--- src/rtl/ctrl_pkg.sv ---
// Shared encodings for the instruction-sequencing controller: FSM states,
// opcode class codes, datapath select constants and ALU operation codes.
package ctrl_pkg;

    typedef enum logic [3:0] {
        ST_MEM_WAIT        = 4'd0,
        ST_DECODE          = 4'd1,
        ST_ALU_PROC        = 4'd2,
        ST_INC_QCLK        = 4'd3,
        ST_JUMP_COND       = 4'd4,
        ST_ALU_FPROC_WAIT  = 4'd5,
        ST_JUMP_FPROC_WAIT = 4'd6,
        ST_SYNC_WAIT       = 4'd7,
        ST_DONE            = 4'd8,
        ST_ERROR           = 4'd9
    } state_t;

    localparam logic [3:0] CLS_PULSE_WRITE      = 4'b1000;
    localparam logic [3:0] CLS_PULSE_WRITE_TRIG = 4'b1001;
    localparam logic [3:0] CLS_REG_ALU          = 4'b0001;
    localparam logic [3:0] CLS_JUMP_I           = 4'b0010;
    localparam logic [3:0] CLS_JUMP_COND        = 4'b0011;
    localparam logic [3:0] CLS_ALU_FPROC        = 4'b0100;
    localparam logic [3:0] CLS_JUMP_FPROC       = 4'b0101;
    localparam logic [3:0] CLS_INC_QCLK         = 4'b0110;
    localparam logic [3:0] CLS_SYNC             = 4'b0111;
    localparam logic [3:0] CLS_DONE             = 4'b1010;

    localparam logic [1:0] ALU_IN1_QCLK  = 2'b00;
    localparam logic [1:0] ALU_IN1_REG   = 2'b01;
    localparam logic [1:0] ALU_IN1_FPROC = 2'b10;

    localparam logic [1:0] INSTR_PTR_LOAD_EN_INC = 2'b00;
    localparam logic [1:0] INSTR_PTR_LOAD_EN_IMM = 2'b01;
    localparam logic [1:0] INSTR_PTR_LOAD_EN_ALU = 2'b10;

    localparam logic [2:0] ALU_OP_ID0  = 3'b000;
    localparam logic [2:0] ALU_OP_ADD  = 3'b001;
    localparam logic [2:0] ALU_OP_SUB  = 3'b010;
    localparam logic [2:0] ALU_OP_ID1  = 3'b011;
    localparam logic [2:0] ALU_OP_EQ   = 3'b100;
    localparam logic [2:0] ALU_OP_LE   = 3'b101;
    localparam logic [2:0] ALU_OP_GE   = 3'b110;
    localparam logic [2:0] ALU_OP_ZERO = 3'b111;

    // ALU in1 source implied by an instruction class while it is being decoded.
    function automatic logic [1:0] class_in1_src(input logic [3:0] cls);
        case (cls)
            CLS_REG_ALU, CLS_JUMP_COND:   return ALU_IN1_REG;
            CLS_ALU_FPROC, CLS_JUMP_FPROC: return ALU_IN1_FPROC;
            default:                      return ALU_IN1_QCLK;
        endcase
    endfunction

    function automatic logic is_wait_state(input state_t s);
        return (s == ST_ALU_FPROC_WAIT) || (s == ST_JUMP_FPROC_WAIT) || (s == ST_SYNC_WAIT);
    endfunction

endpackage

--- src/rtl/ctrl_wait_ctr.sv ---
// Clearable up-counter with a terminal-count flag; used for both the memory
// read latency and the bounded fproc/sync waits.
module ctrl_wait_ctr #(
    parameter int          WIDTH    = 4,
    parameter int unsigned TERMINAL = 0
) (
    input  logic clk,
    input  logic reset,
    input  logic clr,
    input  logic en,
    output logic term
);

    localparam logic [WIDTH-1:0] TERM_VAL = WIDTH'(TERMINAL);

    logic [WIDTH-1:0] cnt;

    // Clear has priority so a counter can be restarted on the cycle it terminates.
    always_ff @(posedge clk or negedge reset) begin
        if (!reset) begin
            cnt <= '0;
        end else if (clr) begin
            cnt <= '0;
        end else if (en) begin
            cnt <= cnt + 1'b1;
        end
    end

    assign term = (cnt == TERM_VAL);

endmodule

--- src/rtl/proc_ctrl_fsm.sv ---
// Instruction-sequencing controller: waits out the memory read latency,
// decodes the opcode class and drives every datapath enable of the core.
module proc_ctrl_fsm
    import ctrl_pkg::*;
#(
    parameter int MEM_READ_CYCLES = 3,
    parameter int WAIT_TIMEOUT    = 0,
    parameter int TIMEOUT_W       = 16
) (
    input  logic       clk,
    input  logic       reset,
    input  logic [7:0] opcode,
    input  logic       fproc_ready,
    input  logic       sync_enable,
    input  logic       cstrobe_in,
    output logic [2:0] alu_opcode,
    output logic       alu_in0_sel,
    output logic [1:0] alu_in1_sel,
    output logic       reg_write_en,
    output logic       qclk_load_en,
    output logic       write_pulse_en,
    output logic       c_strobe_enable,
    output logic       instr_load_en,
    output logic       instr_ptr_en,
    output logic [1:0] instr_ptr_load_en,
    output logic       fproc_out_ready,
    output logic       sync_out_ready,
    output logic       done_stb,
    output logic       err
);

    localparam int unsigned MEM_TERM  = MEM_READ_CYCLES - 1;
    localparam int unsigned WAIT_TERM = (WAIT_TIMEOUT == 0) ? 0 : WAIT_TIMEOUT - 1;
    localparam bit          TIMEOUT_EN = (WAIT_TIMEOUT != 0);

    state_t     state;
    state_t     next_state;
    logic [1:0] in1_src;
    logic [1:0] dec_in1;
    logic [3:0] op_class;
    logic       in_wait;
    logic       mem_clr;
    logic       mem_term;
    logic       wait_clr;
    logic       wait_term;
    logic       timeout_hit;

    assign op_class    = opcode[7:4];
    assign in_wait     = is_wait_state(state);
    assign mem_clr     = (state != ST_MEM_WAIT) || mem_term;
    assign wait_clr    = !in_wait || (next_state != state);
    assign timeout_hit = TIMEOUT_EN && wait_term;

    ctrl_wait_ctr #(
        .WIDTH    (4),
        .TERMINAL (MEM_TERM)
    ) u_mem_ctr (
        .clk   (clk),
        .reset (reset),
        .clr   (mem_clr),
        .en    (state == ST_MEM_WAIT),
        .term  (mem_term)
    );

    ctrl_wait_ctr #(
        .WIDTH    (TIMEOUT_W),
        .TERMINAL (WAIT_TERM)
    ) u_wait_ctr (
        .clk   (clk),
        .reset (reset),
        .clr   (wait_clr),
        .en    (in_wait),
        .term  (wait_term)
    );

    // in1_src captures the decoded ALU operand source as DECODE is left, so
    // the post-wait ALU/jump cycles keep the fproc path selected.
    always_ff @(posedge clk or negedge reset) begin
        if (!reset) begin
            state   <= ST_MEM_WAIT;
            in1_src <= ALU_IN1_QCLK;
        end else begin
            state <= next_state;
            if (state == ST_DECODE && next_state != ST_DECODE) begin
                in1_src <= dec_in1;
            end
        end
    end

    assign alu_opcode  = opcode[2:0];
    assign alu_in0_sel = reset & opcode[3];

    always_comb begin
        next_state        = state;
        dec_in1           = class_in1_src(op_class);
        alu_in1_sel       = in1_src;
        reg_write_en      = 1'b0;
        qclk_load_en      = 1'b0;
        write_pulse_en    = 1'b0;
        c_strobe_enable   = 1'b0;
        instr_load_en     = 1'b0;
        instr_ptr_en      = 1'b0;
        instr_ptr_load_en = INSTR_PTR_LOAD_EN_INC;
        fproc_out_ready   = 1'b0;
        sync_out_ready    = 1'b0;
        done_stb          = 1'b0;
        err               = 1'b0;

        case (state)
            ST_MEM_WAIT: begin
                if (mem_term) begin
                    instr_load_en = 1'b1;
                    instr_ptr_en  = 1'b1;
                    next_state    = ST_DECODE;
                end
            end
            ST_DECODE: begin
                alu_in1_sel = dec_in1;
                case (op_class)
                    CLS_PULSE_WRITE: begin
                        write_pulse_en = 1'b1;
                        next_state     = ST_MEM_WAIT;
                    end
                    CLS_PULSE_WRITE_TRIG: begin
                        write_pulse_en  = 1'b1;
                        c_strobe_enable = 1'b1;
                        if (cstrobe_in) begin
                            next_state = ST_MEM_WAIT;
                        end
                    end
                    CLS_REG_ALU:   next_state = ST_ALU_PROC;
                    CLS_JUMP_I: begin
                        instr_ptr_load_en = INSTR_PTR_LOAD_EN_IMM;
                        next_state        = ST_MEM_WAIT;
                    end
                    CLS_JUMP_COND: next_state = ST_JUMP_COND;
                    CLS_INC_QCLK:  next_state = ST_INC_QCLK;
                    CLS_ALU_FPROC: begin
                        fproc_out_ready = 1'b1;
                        next_state      = ST_ALU_FPROC_WAIT;
                    end
                    CLS_JUMP_FPROC: begin
                        fproc_out_ready = 1'b1;
                        next_state      = ST_JUMP_FPROC_WAIT;
                    end
                    CLS_SYNC: begin
                        sync_out_ready = 1'b1;
                        next_state     = ST_SYNC_WAIT;
                    end
                    CLS_DONE:      next_state = ST_DONE;
                    default:       next_state = ST_ERROR;
                endcase
            end
            ST_ALU_PROC: begin
                reg_write_en = 1'b1;
                next_state   = ST_MEM_WAIT;
            end
            ST_INC_QCLK: begin
                qclk_load_en = 1'b1;
                next_state   = ST_MEM_WAIT;
            end
            ST_JUMP_COND: begin
                instr_ptr_load_en = INSTR_PTR_LOAD_EN_ALU;
                next_state        = ST_MEM_WAIT;
            end
            // A ready arriving on the terminal wait cycle still wins over the timeout.
            ST_ALU_FPROC_WAIT: begin
                if (fproc_ready) begin
                    next_state = ST_ALU_PROC;
                end else if (timeout_hit) begin
                    next_state = ST_ERROR;
                end
            end
            ST_JUMP_FPROC_WAIT: begin
                if (fproc_ready) begin
                    next_state = ST_JUMP_COND;
                end else if (timeout_hit) begin
                    next_state = ST_ERROR;
                end
            end
            ST_SYNC_WAIT: begin
                if (sync_enable) begin
                    next_state = ST_MEM_WAIT;
                end else if (timeout_hit) begin
                    next_state = ST_ERROR;
                end
            end
            ST_DONE:  done_stb = 1'b1;
            ST_ERROR: err      = 1'b1;
            default:  next_state = ST_ERROR;
        endcase

        // Outputs are forced quiet for the whole time reset is held low.
        if (!reset) begin
            alu_in1_sel       = ALU_IN1_QCLK;
            reg_write_en      = 1'b0;
            qclk_load_en      = 1'b0;
            write_pulse_en    = 1'b0;
            c_strobe_enable   = 1'b0;
            instr_load_en     = 1'b0;
            instr_ptr_en      = 1'b0;
            instr_ptr_load_en = INSTR_PTR_LOAD_EN_INC;
            fproc_out_ready   = 1'b0;
            sync_out_ready    = 1'b0;
            done_stb          = 1'b0;
            err               = 1'b0;
        end
    end

endmodule

--- config.mk ---
export PLATFORM = sky130hd
export DESIGN_NAME = proc_ctrl_fsm
export DESIGN_NICKNAME = d
export VERILOG_FILES = /design/src/rtl/ctrl_pkg.sv /design/src/rtl/ctrl_wait_ctr.sv /design/src/rtl/proc_ctrl_fsm.sv
export SDC_FILE = /design/constraint.sdc
export NUM_CORES = 1
export LEC_CHECK = 0
export ABC_CLOCK_PERIOD_IN_PS = 2000
export CAP_MARGIN = 20
export CORE_MARGIN = 1
export CORE_UTILIZATION = 25
export DETAILED_ROUTE_END_ITERATION = 8
export GPL_TIMING_DRIVEN = 0
export PLACE_DENSITY_LB_ADDON = 0.05
export SYNTH_ARGS = -nofsm -noshare
export SYNTH_HDL_FRONTEND = slang
export SYNTH_HIERARCHICAL = 1
export SYNTH_SLANG_ARGS = --single-unit
--- constraint.sdc ---
create_clock -name clk -period 2 [get_ports clk]
set_clock_uncertainty 0.2 [all_clocks]
set_input_delay 0.4 -clock clk [delete_from_list [all_inputs] [get_ports clk]]
set_output_delay 0.4 -clock clk [all_outputs]
set_load 0.01 [all_outputs]
==> results.sh <==
export IMPL_status="finished, violations left"
export IMPL_violations="setup timing"
export IMPL_ctsRootBufferMaster="clkbuf_4"
export IMPL_ys_seq_area_share_pct=27.9
export IMPL_pre_cts_slack_ns=-1.09
export IMPL_synth_cells=114
export IMPL_yosysWarnings=6
export IMPL_maxCapViolCount=0
export IMPL_synth_avg_cell_area_um2=7.87
export IMPL_cts_path_max_buffers=2
export IMPL_cts_buffers_inserted=3
export IMPL_ys_ff_latch=10
export IMPL_synth_cell_area_um2=897
export IMPL_critPathMaxFanout=7
export IMPL_grt_max_degree=11
export IMPL_drive_gt1_share_pct=49.7
export IMPL_route_detailed_drc=0
export IMPL_io_buffer_count=27
export IMPL_htreeDepth=1
export IMPL_rsz0062_at_grt="yes"
export IMPL_criticalPathCategory="register to output pin"
export IMPL_synthFlopType="dfrtp_1"
export IMPL_fillers=326
export IMPL_finalWorstSetupSlack_ns=-0.416
export IMPL_power_mw=0.537
export IMPL_pin_count=31
export IMPL_period_minus_slack_ns=2.42
export IMPL_tritoncts="yes"
export IMPL_fmax_ghz=0.414
export IMPL_drt_antenna_violating_nets=0
export IMPL_endpoint_kind="output pin"
export IMPL_core_area_um2=3390
export IMPL_clk_insertion_delay_late_ns=0.27
export IMPL_antenna_found_initial=0
export IMPL_seqCellArea_um2=253
export IMPL_mostFrequentLayoutCells="20 x buf_4, 13 x buf_2, 10 x clkdlybuf4s50_1"
export IMPL_fin_crit_sh_pct=121
export IMPL_vdd_drop_max_mv=0.235
export IMPL_num_nets_final=179
export IMPL_fp_dieH_um=61.9
export IMPL_power_density_nw_per_um2=343
export IMPL_vias_per_cell=4.94
export IMPL_finalMaxSlewViolations=0
export IMPL_required_ns=1.40
export IMPL_dp_hpwl_mm=1.80
export IMPL_maxSlewHeadroom_pct=68.3
export IMPL_p_leak_nw=0.675
export IMPL_n_antenna_cell=0
export IMPL_vias=1033
export IMPL_startpoint_type="register"
export IMPL_die_area_um2=3830
export IMPL_wire_per_inst_um=13.1
export IMPL_grt_overflow_total=0
export IMPL_grt_pass1_vias=918
export IMPL_setup_viol=11
export IMPL_hold_class="register to register"
export IMPL_crit_arrival_ns=1.82
export IMPL_multiInputGateArea_um2=739
export IMPL_placementRows=21
export IMPL_grt_pass1_wl_mm=4.36
export IMPL_synth_edf_count=0
export IMPL_gp_congestion=0.741
export IMPL_synth_net_count=129
export IMPL_first_pass_iters=4
export IMPL_grt_usage_pct=15.8
export IMPL_syn_to_final_growth_pct=74.2
export IMPL_drtIter0Drc=22
export IMPL_finalHoldViolCount=0
export IMPL_start_util_pct=26.5
export IMPL_routed_wirelength_mm=2.74
export IMPL_final_common_cell="buf_4"
export IMPL_fin_tns_setup_ns=-3.33
export IMPL_ys_types=43
export IMPL_ys_async_sr_fraction_pct=100
export IMPL_cts_sinks=10
export IMPL_cts_clk_slew_worst_paths_ns=0.07
export IMPL_worstMarginPinSlew_ns=0.474
export IMPL_die_w_um=61.9
## timing repair
| action | CTS | global route |
|---|---|---|
| cloned | 0 | 0 |
| endpoints found under the setup margin | 19 | 20 |
| setup buffers | 19 | 5 |
| pin swaps | 9 | 4 |
| gates resized for setup | 99 | 11 |
| hold buffers | 1 | 0 |
| endpoints found under the hold margin | 10 | 0 |
## logic make-up (layout without fill, tap and decap cells)
logic type                 Yosys count  after routing  synth area share (%)
buffers and inverters               17             66                  9.48
adders and majority gates            2              2                  2.79
and+or+nand+nor                     57             57                  36.5
DFF                                 10             10                  27.9
xor gates and xnor gates             1              1                 0.976
muxes                                3              3                  3.90
AOI/OAI and AO/OA                   24             24                  18.4
## layer usage
layer  GRT usage [%]  wire [um]  share of wire (%)
met5               0          0                  0
met4            6.98         32                1.2
met3            2.69         97                3.5
met2            27.6       1450                 53
met1            19.1       1160                 42
## path summary, 6_finish.rpt
kind                            cells past startpoint        endpoint        from  slack, ns
worst max-delay path                                6  alu_in1_sel[0]    state[3]      -0.42
min in group asynchronous                           2      in1_src[0]       reset       0.61
worst min register to register                      2      in1_src[1]  in1_src[1]       0.32
worst min-delay path                                2      in1_src[1]  in1_src[1]       0.32
max in group asynchronous                           2        state[3]       reset       0.64
worst max register to register                      6      in1_src[0]    state[3]      -0.05
## cell usage after synthesis (2+ instances only)
library cell,count,area (um^2)
nand2_1,10,37.5
and3_1,4,25.0
clkbuf_1,3,11.3
nor3_1,6,30.0
inv_1,6,22.5
buf_4,5,37.5
nand3_1,2,10.0
dfrtp_1,10,250
mux2i_1,2,20.0
nor4_1,4,25.0
a211oi_2,2,25.0
nand2b_1,5,31.3
o21ai_1,2,10.0
buf_2,2,10.0
o21ai_0,5,25.0
ha_1,2,25.0
nor3b_1,2,15.0
nor2b_1,5,31.3
a21oi_1,6,30.0
nand4_1,2,12.5
nor2_1,7,26.3
## where the power goes
part | total [mW] | switching [mW] | internal, mW
registers | 0.208 | 0.00263 | 0.206
logic | 0.147 | 0.0778 | 0.0696
clock network | 0.181 | 0.0705 | 0.111
## flip-flops by register name (all words and copies together) (netlist names)
name,flops
state,4
u_mem_ctr/cnt,4
in1_src,2
## final cells by class
| type | instances | area share [%] |
|---|---|---|
| Buffer | 9 | 5.12 |
| Timing Repair Buffer | 46 | 23.5 |
| Tap cell | 46 | 3.68 |
| Sequential cell | 10 | 16.2 |
| Inverter | 7 | 1.84 |
| Clock buffer | 4 | 2.32 |
| Multi-Input combinational cell | 87 | 47.3 |
## critical path: stages, from the launching register on
cell and delay (ns):
dfrtp_2 0.40, or4b_4 0.53, buf_6 0.16, nor4_4 0.15, a21oi_2 0.06, nor2b_1 0.11, buf_2 0.13
## through the flow
stage	cells	hold WS, ns	utilization (%)	instance area, um^2
floorplan	114	-0.0956	-	980
finish	209	0.324	46.1	1560
detailed placement	187	0.309	38.6	1310
global route	209	0.360	46.1	1560
CTS	209	0.332	45.8	1550
global placement	187	0.306	38.6	1310
Power figures use the tool's default switching activity.
